## config.mk

```make
export PLATFORM = sky130hd
export DESIGN_NAME = window_serializer
export DESIGN_NICKNAME = d
export VERILOG_FILES = /design/src/rtl/window_serializer.sv
export SDC_FILE = /design/constraint.sdc
export NUM_CORES = 1
export LEC_CHECK = 0
export ABC_AREA = 1
export CELL_PAD_IN_SITES_DETAIL_PLACEMENT = 1
export CELL_PAD_IN_SITES_GLOBAL_PLACEMENT = 2
export CORE_UTILIZATION = 29
export DETAILED_ROUTE_END_ITERATION = 12
export HOLD_SLACK_MARGIN = 0.08
export PLACE_DENSITY_LB_ADDON = 0.08
export SLEW_MARGIN = 20
export SYNTH_ARGS = -nofsm -noshare
export SYNTH_HDL_FRONTEND = slang
export SYNTH_SLANG_ARGS = --single-unit
export TNS_END_PERCENT = 1
```

## constraint.sdc

```tcl
create_clock -name clk -period 15.9 [get_ports clk]
set_clock_uncertainty 0.1 [all_clocks]
set_input_delay 2.385 -clock clk [delete_from_list [all_inputs] [get_ports clk]]
set_output_delay 2.385 -clock clk [all_outputs]
set_load 0.01 [all_outputs]
```

## src/rtl/window_serializer.sv

```systemverilog
// Parallel-in / serial-out window buffer: captures REG_NUM elements in one cycle and
// streams them out one per handshake, allowing a new window to load on the last beat.
module window_serializer #(
    parameter int unsigned DATA_WIDTH = 16,
    parameter int unsigned REG_NUM    = 25,
    parameter int unsigned IDX_WIDTH  = 5
) (
    input  logic                  clk,
    input  logic                  rst,
    input  logic                  flush,
    input  logic                  load_valid,
    output logic                  load_ready,
    input  logic [DATA_WIDTH-1:0] in_vec [REG_NUM],
    output logic [DATA_WIDTH-1:0] out_data,
    output logic [IDX_WIDTH-1:0]  out_idx,
    output logic                  out_valid,
    input  logic                  out_ready,
    output logic                  out_last,
    output logic [15:0]           win_cnt
);

    typedef enum logic [0:0] {StIdle, StStream} state_e;

    localparam logic [IDX_WIDTH-1:0] LastIdx = IDX_WIDTH'(REG_NUM - 1);

    state_e                state_q;
    logic [IDX_WIDTH-1:0]  idx_q;
    logic [DATA_WIDTH-1:0] buf_q [REG_NUM];
    logic [15:0]           win_cnt_q;
    logic                  out_valid_q;
    logic                  out_last_q;
    logic [DATA_WIDTH-1:0] out_data_q;

    logic                  beat;
    logic                  last_beat;
    logic                  load_acc;
    logic [IDX_WIDTH-1:0]  idx_nxt;

    always_comb begin
        beat      = out_valid_q && out_ready;
        last_beat = beat && out_last_q;
        // The last-element beat frees the buffer, so a new window may land in the same cycle.
        load_ready = !flush && ((state_q == StIdle) || last_beat);
        load_acc   = load_valid && load_ready;
        idx_nxt    = idx_q + 1'b1;
    end

    always_ff @(posedge clk or posedge rst) begin
        if (rst) begin
            state_q     <= StIdle;
            idx_q       <= '0;
            win_cnt_q   <= '0;
            out_valid_q <= 1'b0;
            out_last_q  <= 1'b0;
            out_data_q  <= '0;
            for (int i = 0; i < REG_NUM; i++) begin
                buf_q[i] <= '0;
            end
        end else if (flush) begin
            // Abort only: the buffer keeps its contents and the window is not counted.
            state_q     <= StIdle;
            idx_q       <= '0;
            out_valid_q <= 1'b0;
            out_last_q  <= 1'b0;
        end else if (load_acc) begin
            buf_q       <= in_vec;
            state_q     <= StStream;
            idx_q       <= '0;
            out_valid_q <= 1'b1;
            out_last_q  <= (REG_NUM == 1);
            out_data_q  <= in_vec[0];
            if (last_beat) begin
                win_cnt_q <= win_cnt_q + 16'd1;
            end
        end else if (beat) begin
            if (out_last_q) begin
                win_cnt_q   <= win_cnt_q + 16'd1;
                state_q     <= StIdle;
                idx_q       <= '0;
                out_valid_q <= 1'b0;
                out_last_q  <= 1'b0;
            end else begin
                idx_q      <= idx_nxt;
                out_data_q <= buf_q[idx_nxt];
                out_last_q <= (idx_nxt == LastIdx);
            end
        end
    end

    assign out_data  = out_data_q;
    assign out_idx   = idx_q;
    assign out_valid = out_valid_q;
    assign out_last  = out_last_q;
    assign win_cnt   = win_cnt_q;

endmodule

```

==> metrics <==
die area=73800 um2; P per Cell Area=116 nW/um2; cell chain of the critical path=clkdlybuf4s50_1 > nand2_1 > o21ai_1 > nand2_1 > inv_1 > clkdlybuf4s50_1; R2R setup slack=10.90 ns; worst hold path startpoint=buf_q[9]$_DFFE_PP0P_; gpl congestion=0.806; min Tclk post-route=6.44 ns; CP required=13.41 ns; sequential fraction of the synthesis area=52.1%; postcts setup bufs=0; worst r2r src=out_idx[0]$_DFFE_PP0P_; share of post-route cells with drive strength above 1=3.65%; Final WS setup=9.46 ns; Boundary Pins=445; CTS sink count=439; largest stage delay on the critical path=0.58 ns; Leakage Power=13.0 nW; Slew @ Worst Pin=1.11 ns; diode count=0; Power, Total=3.24 mW; register area=11000 um2; Starting Density=29.4%; worst-path fanout max=3; Avg Vias per Cell=4.67; Final Hold Vio Count=0; WHS=0.370 ns; CTS tree=yes; CP Data Arrival Time=3.95 ns; status=completed; fin. max-slew vios=0; DR iter-0 viols=1108; Core Util, Final=38.9%; Vias=19200; row cnt=98; most frequent cell after synthesis=nand2_1; Syn Area/Cell=7.63 um2; TritonCTS buffer count=54; post-route antenna net violation count=0; period utilization=40.5%; Die H=272 um; grt ovf=0; Synthesis Warnings=0; Post-synth ARST share=100%; total track usage=22.4%; FILL cells=8641; number of global-route vias before repair=20700; per-cell routed wire length=20.2 um; Crit. Startpoint=out_ready; Chip Width=272 um; post-synthesis cell type count=26; Skew-Pair Late Insertion Delay=0.60 ns; critical path launch point type=input pin; Synth Flop Type=dfrtp_1; CP max-delay cell=clkdlybuf4s50_1; Max Root-Sink Buffers=3; largest net degree at the start of global routing=268; core area=71700 um2; EDFF count, synth=0; Rel. slew slack=25.7%; first-pass GRT wire length=126000 um; top cells by count, synth=874 x nand2_1, 439 x dfrtp_1, 403 x inv_1; kind of critical path=input pin to output pin; nets=3519; # setup viols final=0; Placement Setup Slack=9.28 ns; Area Growth Syn to Fin=32.3%; drt pass-1 iters=5; fmax=0.155 GHz; Syn Nets=3172; Max Cap Viol=0; DRC Markers=0; Synth top area share=52.1%; hpwl dp=58100 um; maximum vdd drop=79.1 uV; final wirelength=82700 um; antenna violations before repair=1; root buf cell=clkbuf_16; area leader, netlist=dfrtp_1; CTS Hold Bufs=0; RSZ-0062 raised after global routing=no; Syn Inst Count=2764; setup TNS=0 ns; htree depth=2; post_cts resized=0; Worst Setup End Kind=output pin; synth top area cells=dfrtp_1 52%, nand2_1 16%, nand3_1 9.3%, o21ai_0 7.6%, inv_1 7.2%; port buffer count=444; Worst Hold Class=flop to flop; Reg clk slew, reported paths=0.05 ns; Multi-input gate area=7760 um2; synthesized flop and latch total=439; mapped cell area=21100 um2
## power by group
group          internal [mW]  total (mW)  switching [mW]
clock network          0.744        1.24           0.495
registers               1.30        1.36          0.0625
logic                  0.253       0.639           0.386
## state kept, by name (all words and copies together) (netlist names)
name	flops
buf_q	400
out_data	16
out_idx	5
out_last	1
out_valid	1
win_cnt	16
## layout by cell type (no fill, tap or decap), drive strengths merged
cell type      instances
clkinv                 8
xnor2                  8
clkdlybuf4s50        444
clkbuf                87
nor3                   8
o211ai                 3
buf                   21
nand3                394
a21oi                 19
xor2                   9
ha                     3
nand4                  3
o21ai                379
bufinv                 2
inv                  407
nor2                  39
dfrtp                439
nand2                875
o22ai                  4
## layer usage
layer	up-vias	routed length (um)	global-route usage (%)
met5	-	12	0
met4	2	1920	5.81
met3	91	3680	3.78
met2	350	40100	37.9
met1	9418	37100	29.4
li1	9296	-	-
## final timing paths
kind                                            endpoint  depth (start not counted)
worst max-delay path                          load_ready                          6
worst max register to register  out_data[10]$_DFFE_PP0P_                         10
worst min-delay path                buf_q[9]$_DFFE_PP0P_                          2
min in group asynchronous         buf_q[233]$_DFFE_PP0P_                          2
max in group asynchronous         out_idx[0]$_DFFE_PP0P_                          4
worst min register to register      buf_q[9]$_DFFE_PP0P_                          2
## final cells by class
| type | instances | share of cell area [%] |
|---|---|---|
| tap | 950 | 4.26 |
| clock inverter | 10 | 0.359 |
| timing repair buffer | 465 | 16.7 |
| multi-input combinational | 1744 | 27.8 |
| inverter | 407 | 5.53 |
| clock buffer | 87 | 5.98 |
| sequential | 439 | 39.4 |
## metrics by stage
step           instances  cell area [um2]
6_report            4102            27900
4_1_cts             4101            27900
2_1_floorplan       2764            21100
3_3_place_gp        4004            26100
5_1_grt             4102            27900
3_5_place_dp        4004            26100
## cells by family (layout without fill, tap and decap cells)
kind of cell | count (synthesis) | in the layout | share of synthesized area, %
fa+ha+maj | 3 | 3 | 0.178
simple gates | 1319 | 1319 | 26.0
compound gates | 405 | 405 | 9.67
flops | 439 | 439 | 52.1
buf+inv | 581 | 969 | 11.3
xor+xnor | 17 | 17 | 0.777
## worst max-delay path: cells and delay by family
family          cells  cell delay (ns)
buf+inv             3             1.15
simple gates        2             0.23
compound gates      1             0.18
Note: power is estimated with default switching activity, not from simulation.
